[config.mk]
export PLATFORM = sky130hd
export DESIGN_NAME = aardvark_ctrl_seq
export DESIGN_NICKNAME = d
export VERILOG_FILES = /design/src/rtl/aardvark_ctrl_seq.sv
export SDC_FILE = /design/constraint.sdc
export NUM_CORES = 1
export LEC_CHECK = 0
export CORE_MARGIN = 2
export CORE_UTILIZATION = 35
export CTS_BUF_LIST = sky130_fd_sc_hd__clkbuf_4 sky130_fd_sc_hd__clkbuf_8
export DETAILED_ROUTE_END_ITERATION = 8
export MAX_ROUTING_LAYER = met4
export PLACE_DENSITY = 0.71
export SLEW_MARGIN = 10
export SYNTH_ARGS = -nofsm -noshare
export SYNTH_HDL_FRONTEND = slang
export SYNTH_SLANG_ARGS = --single-unit
[constraint.sdc]
create_clock -name clk -period 1.9 [get_ports clk]
set_input_delay 0.475 -clock clk [delete_from_list [all_inputs] [get_ports clk]]
set_output_delay 0.475 -clock clk [all_outputs]
set_load 0.02 [all_outputs]
[src/rtl/aardvark_ctrl_seq.sv]
// Multi-cycle control sequencer for the Aardvark 8-bit datapath.
// Steps one instruction at a time through DECODE / EXEC / MEM / WB and counts retirements.
module aardvark_ctrl_seq (
  input  logic       clk,
  input  logic       reset,
  input  logic [7:0] instr,
  input  logic       instr_valid,
  output logic       instr_ready,
  input  logic       mem_ack,
  output logic [1:0] reg_a,
  output logic [1:0] reg_b,
  output logic       wb_sel,
  output logic [2:0] alu_op,
  output logic       mem_rd,
  output logic       mem_wr,
  output logic       reg_we,
  output logic       done,
  output logic       pc_inc,
  output logic       illegal,
  output logic       halted,
  output logic [7:0] retired
);

  typedef enum logic [2:0] {
    S_IDLE   = 3'd0,
    S_DECODE = 3'd1,
    S_EXEC   = 3'd2,
    S_MEM    = 3'd3,
    S_WB     = 3'd4,
    S_HALT   = 3'd5
  } state_t;

  state_t     state;
  logic [7:0] ir;
  logic       done_r;
  logic [3:0] new_op;
  logic [3:0] ir_op;

  assign new_op = instr[7:4];
  assign ir_op  = ir[7:4];

  assign instr_ready = (state == S_IDLE);
  assign halted      = (state == S_HALT);
  assign reg_a       = ir[3:2];
  assign reg_b       = ir[1:0];

  // A store retires in the MEM cycle that sees the ack, so that done is not registered.
  assign done   = done_r | ((state == S_MEM) && mem_wr && mem_ack);
  assign pc_inc = done;

  always_ff @(posedge clk) begin
    if (reset) begin
      state   <= S_IDLE;
      ir      <= '0;
      retired <= '0;
      done_r  <= 1'b0;
      illegal <= 1'b0;
      reg_we  <= 1'b0;
      wb_sel  <= 1'b0;
      alu_op  <= '0;
      mem_rd  <= 1'b0;
      mem_wr  <= 1'b0;
    end else begin
      done_r  <= 1'b0;
      illegal <= 1'b0;
      reg_we  <= 1'b0;
      wb_sel  <= 1'b0;
      alu_op  <= '0;
      mem_rd  <= 1'b0;
      mem_wr  <= 1'b0;
      retired <= retired + {7'd0, done};

      case (state)
        S_IDLE: begin
          if (instr_valid) begin
            ir      <= instr;
            state   <= S_DECODE;
            // Strobes for the DECODE cycle are decided from the incoming word.
            done_r  <= (new_op == 4'd0) || (new_op >= 4'd7);
            illegal <= new_op[3];
          end
        end
        S_DECODE: begin
          if (ir_op >= 4'd1 && ir_op <= 4'd4) begin
            state  <= S_EXEC;
            alu_op <= ir_op[2:0];
          end else if (ir_op == 4'd5) begin
            state  <= S_MEM;
            mem_rd <= 1'b1;
          end else if (ir_op == 4'd6) begin
            state  <= S_MEM;
            mem_wr <= 1'b1;
          end else if (ir_op == 4'd7) begin
            state  <= S_HALT;
          end else begin
            state  <= S_IDLE;
          end
        end
        S_EXEC: begin
          state  <= S_WB;
          alu_op <= alu_op;
          reg_we <= 1'b1;
          wb_sel <= 1'b1;
          done_r <= 1'b1;
        end
        S_MEM: begin
          if (mem_ack) begin
            if (mem_rd) begin
              state  <= S_WB;
              reg_we <= 1'b1;
              done_r <= 1'b1;
            end else begin
              state  <= S_IDLE;
            end
          end else begin
            mem_rd <= mem_rd;
            mem_wr <= mem_wr;
          end
        end
        S_WB: begin
          state <= S_IDLE;
        end
        S_HALT: begin
          state <= S_HALT;
        end
        default: begin
          state <= S_IDLE;
        end
      endcase
    end
  end

endmodule

==> results of run 1 <==
area by class of cell:
class                   count  area [µm²]
multi-input cells          97         616
well taps                  46        57.6
clock inverters             1        30.0
fillers                   329        1710
repair buffers             44         408
clock buffers               3        22.5
flip-flops and latches     28         561
inverters                   3        11.3
metal layers:
metal | vias to the layer above | global-route usage [%] | wire length [µm]
li1 | 550 | - | -
met1 | 495 | 17.5 | 1280
met2 | 23 | 24.5 | 1390
met3 | 2 | 2.64 | 117
met4 | 0 | 4.79 | 19
met5 | - | - | 0
registers in the layout, summed over array words and instances, names as in the netlist:
| name | cells |
|---|---|
| alu_op | 3 |
| done_r | 1 |
| illegal | 1 |
| ir | 8 |
| mem_rd | 1 |
| mem_wr | 1 |
| reg_we | 1 |
| retired | 8 |
| state | 3 |
| wb_sel | 1 |
power groups by stage:
stage | Clock (mW) | Combinational [mW] | Sequential, mW
after CTS | 0.395 | 0.220 | 0.636
after detailed placement | 0 | 0.224 | 0.649
final | 0.380 | 0.217 | 0.637
after floorplan | 0 | 0.148 | 0.647
after global placement | 0 | 0.220 | 0.647
after global routing | 0.420 | 0.237 | 0.641
cells in the final DEF (no fill, tap or decap), drive strengths merged, types with 2 or more instances in the layout:
cell type,instances
nand4b,2
xnor2,3
nor2,11
nand2b,3
a31oi,2
nand3,4
ha,2
nand2,22
a21oi,14
nor2b,4
nor3,8
dfxtp,28
xor2,3
nor4b,2
clkbuf,5
clkdlybuf4s50,27
and3,2
dlymetal6s2s,4
inv,3
buf,11
worst min-delay path, delay by kind of cell (launching register included):
family             cells  cell delay (ns)
and+or+nand+nor        1             0.05
DFF                    1             0.34
AOI/OAI and AO/OA      1             0.05
Yosys cell counts (all sizes together):
library cell and instances:
nor3 8, or2 1, and3 2, a31oi 2
a21oi 14, o311ai 1, and4 1, and2 1
a41o 1, dfxtp 28, nand3 4, nand3b 1
ha 2, xnor2 3, inv 3, nand2 22
o22ai 1, nor2b 4, nand4 1, nand4b 2
xor2 3, o21ai 1, a32oi 1, nor4b 2
nand2b 3, clkbuf 1, and3b 1, nor3b 1
nor2 11, or3 1, buf 12, a22o 1
a32o 1
path summary, 6_finish.rpt:
kind | from | endpoint | slack [ns] | cells past startpoint
max | retired[3] | retired[3] | 0.07 | 1
min | ir[2] | ir[2] | 0.48 | 2
max reg2reg | state[0] | retired[6] | 0.16 | 8
min reg2reg | ir[2] | ir[2] | 0.48 | 2
cell families (layout without fill, tap and decap cells):
kind of cell	after synthesis	count (layout)	synth area share, %
simple gates	66	66	29.5
flops	28	28	43.9
compound gates	23	23	12.2
buf+inv	16	51	8.33
xor+xnor	6	6	4.12
fa+ha+maj	2	2	1.96
stage by stage:
step           hold slack, ns  util, %  worst slack, ns  cells  setup TNS, ns
6_report                0.477     49.9           0.0712    222              0
4_1_cts                 0.481     49.8          0.00553    222              0
2_1_floorplan           0.437        -           0.0148    141              0
3_5_place_dp            0.458     48.6           -0.445    218          -2.41
5_1_grt                 0.481     49.9          0.00292    222              0
3_3_place_gp            0.445     48.6           -0.436    218          -2.22
what timing repair did:
| action | in CTS | in global routing |
|---|---|---|
| pin swaps | 1 | 0 |
| gates resized for setup | 11 | 8 |
| setup endpoints to repair | 4 | 10 |
==> results.md, run 1 <==
* Status: complete, no violations
* H-tree Lvls at 1
* Worst hold path type: register to register
* Syn Std Cell Area at around 1300 µm²
* Sw Ratio at 25.0%
* Max cap viols at 0
* CP Max Fanout at 4
* CTS Buf Count at 3
* DIE AREA at 4150 µm²
* Vias in the first global route at between 1000 and 1500
* Clock Path Buffers at 2
* Internal at 0.926 mW
* Antenna Nets Post-Route at 0
* # diodes at 0
* Crit Path Category: register to output pin
* Startpoint types: register
* Net Switching at about 0.31 mW
* Initial Util at between 30% and 40%
* CP bufs+invs at 1
* Worst-Margin Slew at between 0.4 and 0.5 ns
* CP top delay family: buffers and inverters
* Peak Freq at around 0.55 GHz
* CP max-delay cell: clkdlybuf4s50_1
* CTS tree: yes
* Min Tclk post-route at 1.83 ns
* Final nets at 191
* Area share of the largest cell type after synthesis at ~44%
* Initial antenna violation count at 0
* Layout area overhead at 33.6%
* Final instance area at between 1500 and 2000 µm²
* Clock latency on the worst-skew pair at roughly 0.32 ns
* Grt ovf at 0
* Post-CTS setup buffer count at 0
* Placement Cell Area at approximately 1700 µm²
* Cts hold-fix bufs at 0
* YS warnings at 0
* Tot GR Track Use at 14.5%
* Critical Path Max Stage Delay at between 0.6 and 0.7 ns
* Sequential cell area fraction in the yosys report at between 40% and 50%
* Slew Viols, Final at 0
* Post-synthesis register bit count at 28
* Clk pin slew, worst setup/hold paths at approximately 0.14 ns
* GPL Wtd Cong at 0.838
* Hold violation total from the final report at 0
* Pre-antenna DRT Iters at 4
* IO Count at 36
* Syn nets at between 150 and 200
* Wirelength per Cell at roughly 13 µm
* Initial DRC Count at 22
* Die Ht at 64.4 µm
* Fraction of layout cells with a size suffix above 1 at 18.2%
* Critical path cell sequence: clkdlybuf4s50_1
* Syn_area_per_cell at 9.05 µm²
* Slew headroom at about 72%
* Critical Path AT at about 1.4 ns
* # rows at 21
* Combinational power share at ~18%
* Power share of the clock group at 30.8%
* Final HPWL DP at roughly 2.2 mm
* Clock skew at 0.00811 ns
* Die width at between 60 and 70 µm
* Total routed wirelength at 2.80 mm
* Core area at 3420 µm²
* Root buffer cell: clkbuf_4
* CP endpoint kind: output pin
* Worst IR drop on VDD at around 380 µV
* Vias at around 1100
* Leakage at between 0.7 and 0.8 nW
* First-pass GRT wire length at about 4.7 mm
* Clock Sinks at 28
* Tcrit/Tclk final at between 90 and 100%
* Syn Inst Count at ~140
* Largest net degree at the start of global routing at 17
* Via-to-Cell Ratio at between 4 and 5
* RSZ-0062 raised after global routing: false
* Final Power at ~1.2 mW
* Area contributors post-synth: dfxtp_1 44%, nand2_1 6.2%, a21oi_1 3.9%, buf_4 3.5%, nor2_1 3.2%
* Pwr/cell area at between 700 and 800 nW/µm²
* DRC Markers at 0
* Synth area leader: dfxtp_1
* Power share of the sequential group at about 52%
* Yosys cell types at 41
* IO buf count at 35
* CP required at approximately 1.4 ns
* Setup violators final at 0
Note: power is estimated with default switching activity, not from simulation.
==> run 2, diff against run 1 <==
--- a/config.mk
+++ b/config.mk
@@ -6,11 +6,12 @@
 export NUM_CORES = 1
 export LEC_CHECK = 0
 export CORE_MARGIN = 2
-export CORE_UTILIZATION = 35
+export CORE_UTILIZATION = 44
 export CTS_BUF_LIST = sky130_fd_sc_hd__clkbuf_4 sky130_fd_sc_hd__clkbuf_8
 export DETAILED_ROUTE_END_ITERATION = 8
 export MAX_ROUTING_LAYER = met4
-export PLACE_DENSITY = 0.71
+export PLACE_DENSITY = 0.84
+export REMOVE_ABC_BUFFERS = 1
 export SLEW_MARGIN = 10
 export SYNTH_ARGS = -nofsm -noshare
 export SYNTH_HDL_FRONTEND = slang
==> results.md, run 2 (synthesized netlist as in run 1, its figures left out) <==
* RSZ-0062 raised after global routing: true
* Fraction of layout cells with a size suffix above 1 at approximately a fifth
* DRC Markers at 0
* Post-CTS setup buffer count at 0
* Placed cells at 205
* Clock Sinks at 28
* Pre-antenna DRT Iters at 4
* Die Ht at between 50 and 60 µm
* Via-to-Cell Ratio at roughly 5.3
* Top flop regs: ir (8), retired (8)
* Max cap viols at 0
* Final HPWL DP at 2.18 mm
* Status: complete, no violations
* Placement Cell Area at 1650 µm²
* Critical Path AT at between 1 and 1.5 ns
* Root buffer cell: clkbuf_4
* Flop2flop setup slack at about 0.16 ns
* Non-filler cells, final at ~210
* GPL Wtd Cong at between 0.9 and 1
* Reg2reg path depth at 8
* Fillers at around 220
* IO Count at 36
* Critical R2R Launch: state[0]
* Final nets at between 150 and 200
* DIE AREA at 3350 µm²
* Antenna Nets Post-Route at 0
* First-pass GRT wire length at roughly 4.8 mm
* Worst setup margin at between 0.015 and 0.02 ns
* Initial Util at roughly 46%
* Slew Viols, Final at 0
* Vias at approximately 1100
* CP Max Fanout at 3
* Initial antenna violation count at 0
* Vias in the first global route at between 1000 and 1500
* Final instance area at 1730 µm²
* # rows at 19
* Setup violators final at 0
* Setup TNS at 0 ns
* Tcrit/Tclk final at a little under 100%
* # diodes at 0
* Min Tclk post-route at 1.88 ns
* Crit Path Category: input pin to output pin
* Worst-Margin Slew at 0.455 ns
* Pwr/cell area at ~730 nW/µm²
* Worst hold path type: register to register
* Utilization after layout at a little over three fifths
* CP required at around 1.4 ns
* IO buf count at 35
* Hold Crit Start: ir[2]
* Layout area overhead at 35.5%
* Reg2reg end: retired[7]
* Clock latency on the worst-skew pair at between 0.3 and 0.4 ns
* Die width at 57.9 µm
* Commonest non-fill, non-tap cell in the layout: clkdlybuf4s50_1
* Clk pin slew, worst setup/hold paths at ~0.15 ns
* Hold violation total from the final report at 0
* Hold Crit Depth at 2
* Cts hold-fix bufs at 0
* CTS tree: yes
* Initial DRC Count at 27
* CTS Buf Count at 3
* Total routed wirelength at between 2 and 3 mm
* Slew headroom at between 60 and 70%
* Pre-CTS setup slack at -0.429 ns
* Peak Freq at approximately 0.53 GHz
* Worst IR drop on VDD at 504 µV
* Core area at about 2800 µm²
* Grt ovf at 0
* Final Power at 1.26 mW
* Largest net degree at the start of global routing at 17
* Clock skew at between 0.006 and 0.007 ns
* H-tree Lvls at 1
* CP endpoint kind: output pin
* Leakage at approximately 0.73 nW
* Min Hold Slack at 0.466 ns
* Startpoint types: input pin
* Most frequent cells in the layout: 27 x clkdlybuf4s50_1, 26 x dfxtp_1, 21 x nand2_1
* Hold endpoint: ir[2]
* Tot GR Track Use at a little under a fifth
* Clock Path Buffers at 2
* Wirelength per Cell at between 10 and 15 µm
-- run 2: layout make-up --
type | count | area [µm²] | share of cell area (%)
tap | 31 | 38.8 | 2.24
clock inverter | 1 | 30.0 | 1.74
clock buffer | 3 | 22.5 | 1.30
multi-input combinational | 97 | 624 | 36.1
inverter | 3 | 11.3 | 0.651
sequential | 28 | 563 | 32.6
timing repair buffer | 46 | 439 | 25.4
-- run 2: worst max-delay path by stage --
stage	start	slack, ns	to
2_1_floorplan	state[0]	-0.26	retired[6]
3_3_place_gp	mem_ack	-0.41	done
3_5_place_dp	mem_ack	-0.43	done
4_1_cts	retired[4]	0.006	retired[4]
5_1_grt	mem_ack	-0.01	done
6_report	mem_ack	0.02	done
-- run 2: power by group --
| group | total (mW) | internal, mW | leakage (nW) | switching [mW] |
|---|---|---|---|---|
| combinational | 0.229 | 0.109 | 0.469 | 0.119 |
| clock | 0.395 | 0.213 | 0.0279 | 0.182 |
| sequential | 0.636 | 0.613 | 0.229 | 0.0238 |
| total | 1.26 | 0.936 | 0.725 | 0.325 |
-- run 2: critical path: stages --
cell             delay [ns]
clkdlybuf4s50_1        0.47
a41o_1                 0.26
buf_2                  0.20
-- run 2: per-layer routing --
layer,global-route usage (%),vias to the layer above,wire length [µm]
li1,-,559,-
met1,22.8,509,1270
met2,30.8,44,1380
met3,2.01,4,157
met4,8.97,0,42
met5,-,-,0
-- run 2: timing repair --
| action | CTS | global route |
|---|---|---|
| setup endpoints to repair | 4 | 10 |
| endpoints found under the hold margin | 0 | 0 |
| pin swaps | 1 | 1 |
| resized for setup | 15 | 10 |
==> run 3, diff against run 2 <==
--- a/config.mk
+++ b/config.mk
@@ -10,7 +10,7 @@
 export CTS_BUF_LIST = sky130_fd_sc_hd__clkbuf_4 sky130_fd_sc_hd__clkbuf_8
 export DETAILED_ROUTE_END_ITERATION = 8
 export MAX_ROUTING_LAYER = met4
-export PLACE_DENSITY = 0.84
+export PLACE_DENSITY = 0.85
 export REMOVE_ABC_BUFFERS = 1
 export SLEW_MARGIN = 10
 export SYNTH_ARGS = -nofsm -noshare
==> constraint.sdc (replaced) <==
create_clock -name clk -period 1.55 [get_ports clk]
set_input_delay 0.3875 -clock clk [delete_from_list [all_inputs] [get_ports clk]]
set_output_delay 0.3875 -clock clk [all_outputs]
set_load 0.02 [all_outputs]
==> results.md, run 3 (synthesized netlist as in run 1, its figures left out) <==
* Status: complete, but fails checks
* Failing checks: negative setup slack
* Tcrit/Tclk final at 110%
* Net Switching at about 0.42 mW
* Via-to-Cell Ratio at 5.28
* Final HPWL DP at between 2 and 2.5 mm
* Multi-input logic area at between 700 and 800 µm²
* Vias in the first global route at between 1000 and 1500
* Die width at just under 60 µm
* DIE AREA at about 3300 µm²
* Setup TNS at -0.677 ns
* Sw Ratio at 26.0%
* Clock Path Buffers at 2
* Most frequent cells in the layout: 24 x dfxtp_1, 17 x nand2_1, 17 x dlygate4sd2_1
* Commonest non-fill, non-tap cell in the layout: dfxtp_1
* Hold violation total from the final report at 0
* Largest net degree at the start of global routing at 17
* Initial Util at roughly 46%
* Sequential cell area at approximately 570 µm²
* Max cap viols at 0
* # rows at 19
* Initial DRC Count at 16
* CP Max Fanout at 3
* Top flop regs: ir (8), retired (8)
* Combinational power share at a little over a fifth
* First-pass GRT wire length at 4.82 mm
* IO Count at 36
* Slew headroom at 69.6%
* Cts hold-fix bufs at 0
* Final instance area at 1890 µm²
* Vias at 1161
* Clk pin slew, worst setup/hold paths at 0.14 ns
* Worst-Margin Slew at approximately 0.45 ns
* Worst hold path type: register to register
* Clock latency on the worst-skew pair at 0.34 ns
* RSZ-0062 raised after global routing: true
* Pre-antenna DRT Iters at 4
* Worst setup margin at -0.149 ns
* Initial antenna violation count at 0
* DRC Markers at 0
* Peak Freq at roughly 0.59 GHz
* Tot GR Track Use at between 15 and 20%
* Wirelength per Cell at around 14 µm
* Utilization after layout at between 60% and 70%
* Fillers at approximately 220
* Power share of the sequential group at a little under 50%
* Power share of the clock group at ~30%
* Setup violators final at 7
* GPL Wtd Cong at slightly below 0.9
* Core area at between 2000 and 3000 µm²
* Slew Viols, Final at 0
* CP endpoint kind: output pin
* Clock Sinks at 28
* Min Tclk post-route at 1.70 ns
* Antenna Nets Post-Route at 0
* IO buf count at 35
* Internal at roughly 1.2 mW
* CP required at 1.16 ns
* CTS Buf Count at 3
* Total routed wirelength at approximately 3.1 mm
* Crit Path Category: register to output pin
* Grt ovf at 0
* Placement Cell Area at between 1500 and 2000 µm²
* Critical Path AT at 1.31 ns
* Leakage at 0.800 nW
* Final nets at 204
* Layout area overhead at 47.7%
* H-tree Lvls at 1
* Startpoint types: register
* Root buffer cell: clkbuf_4
* Die Ht at between 50 and 60 µm
* Fraction of layout cells with a size suffix above 1 at 33.3%
* Worst IR drop on VDD at between 700 and 800 µV
* # diodes at 0
* Clock skew at around 0.0018 ns
* Pwr/cell area at approximately 850 nW/µm²
* CTS tree: yes
run 3: cell types whose count changed in the layout (fill, tap and decap cells not counted), sizes merged:
cell and delta:
clkdlybuf4s50 -17, dlygate4sd2 +17, buf +13, dlymetal6s2s -4
clkbuf +2
run 3: path summary, 6_finish.rpt:
check | from | to | slack (ns) | cells after the start
setup / recovery | state[0] | pc_inc | -0.15 | 4
hold / removal | ir[3] | ir[3] | 0.47 | 2
setup reg to reg | state[0] | retired[7] | -0.14 | 8
hold reg to reg | ir[3] | ir[3] | 0.47 | 2
run 3: what timing repair did:
item	in CTS	in global routing
resized for setup	53	30
endpoints found under the setup margin	30	21
pin swaps	7	7
cloned	0	0
buffers inserted	1	5
hold endpoints to repair	0	0
run 3: per-stage QoR:
step | setup slack (ns) | std cells | total power [mW] | hold slack, ns
floorplan | -0.614 | 128 | 0.933 | 0.450
global placement | -0.581 | 212 | 1.08 | 0.444
detailed placement | -0.614 | 212 | 1.09 | 0.455
CTS | -0.203 | 217 | 1.57 | 0.474
global route | -0.217 | 220 | 1.68 | 0.501
finish | -0.149 | 220 | 1.61 | 0.468
run 3: layout make-up:
type,count,area share [%]
flip-flops and latches,28,30.0
well taps,31,2.06
multi-input cells,97,37.2
inverters,3,0.597
repair buffers,57,27.3
clock inverters,1,1.59
clock buffers,3,1.19
run 3: metal layers:
| layer | share of wire (%) | GRT usage [%] | wire, µm |
|---|---|---|---|
| met2 | 49 | 33.3 | 1520 |
| met3 | 6.0 | 6.03 | 183 |
| met5 | 0 | - | 0 |
| met4 | 1.1 | 6.64 | 35 |
| met1 | 43 | 21.4 | 1330 |
run 3: power by group through the flow:
stage / registers (mW) / clock network, mW / logic (mW)
finish: 0.782 / 0.479 / 0.351
global route: 0.787 / 0.515 / 0.377
CTS: 0.778 / 0.485 / 0.303
detailed placement: 0.793 / 0 / 0.301
global placement: 0.791 / 0 / 0.290
floorplan: 0.818 / 0 / 0.115
run 3: worst max-delay path, stage by stage (launching register included):
cell and delay, ns:
dfxtp_2 0.36, nor2b_4 0.16, a41o_4 0.25, buf_6 0.10, buf_6 0.10
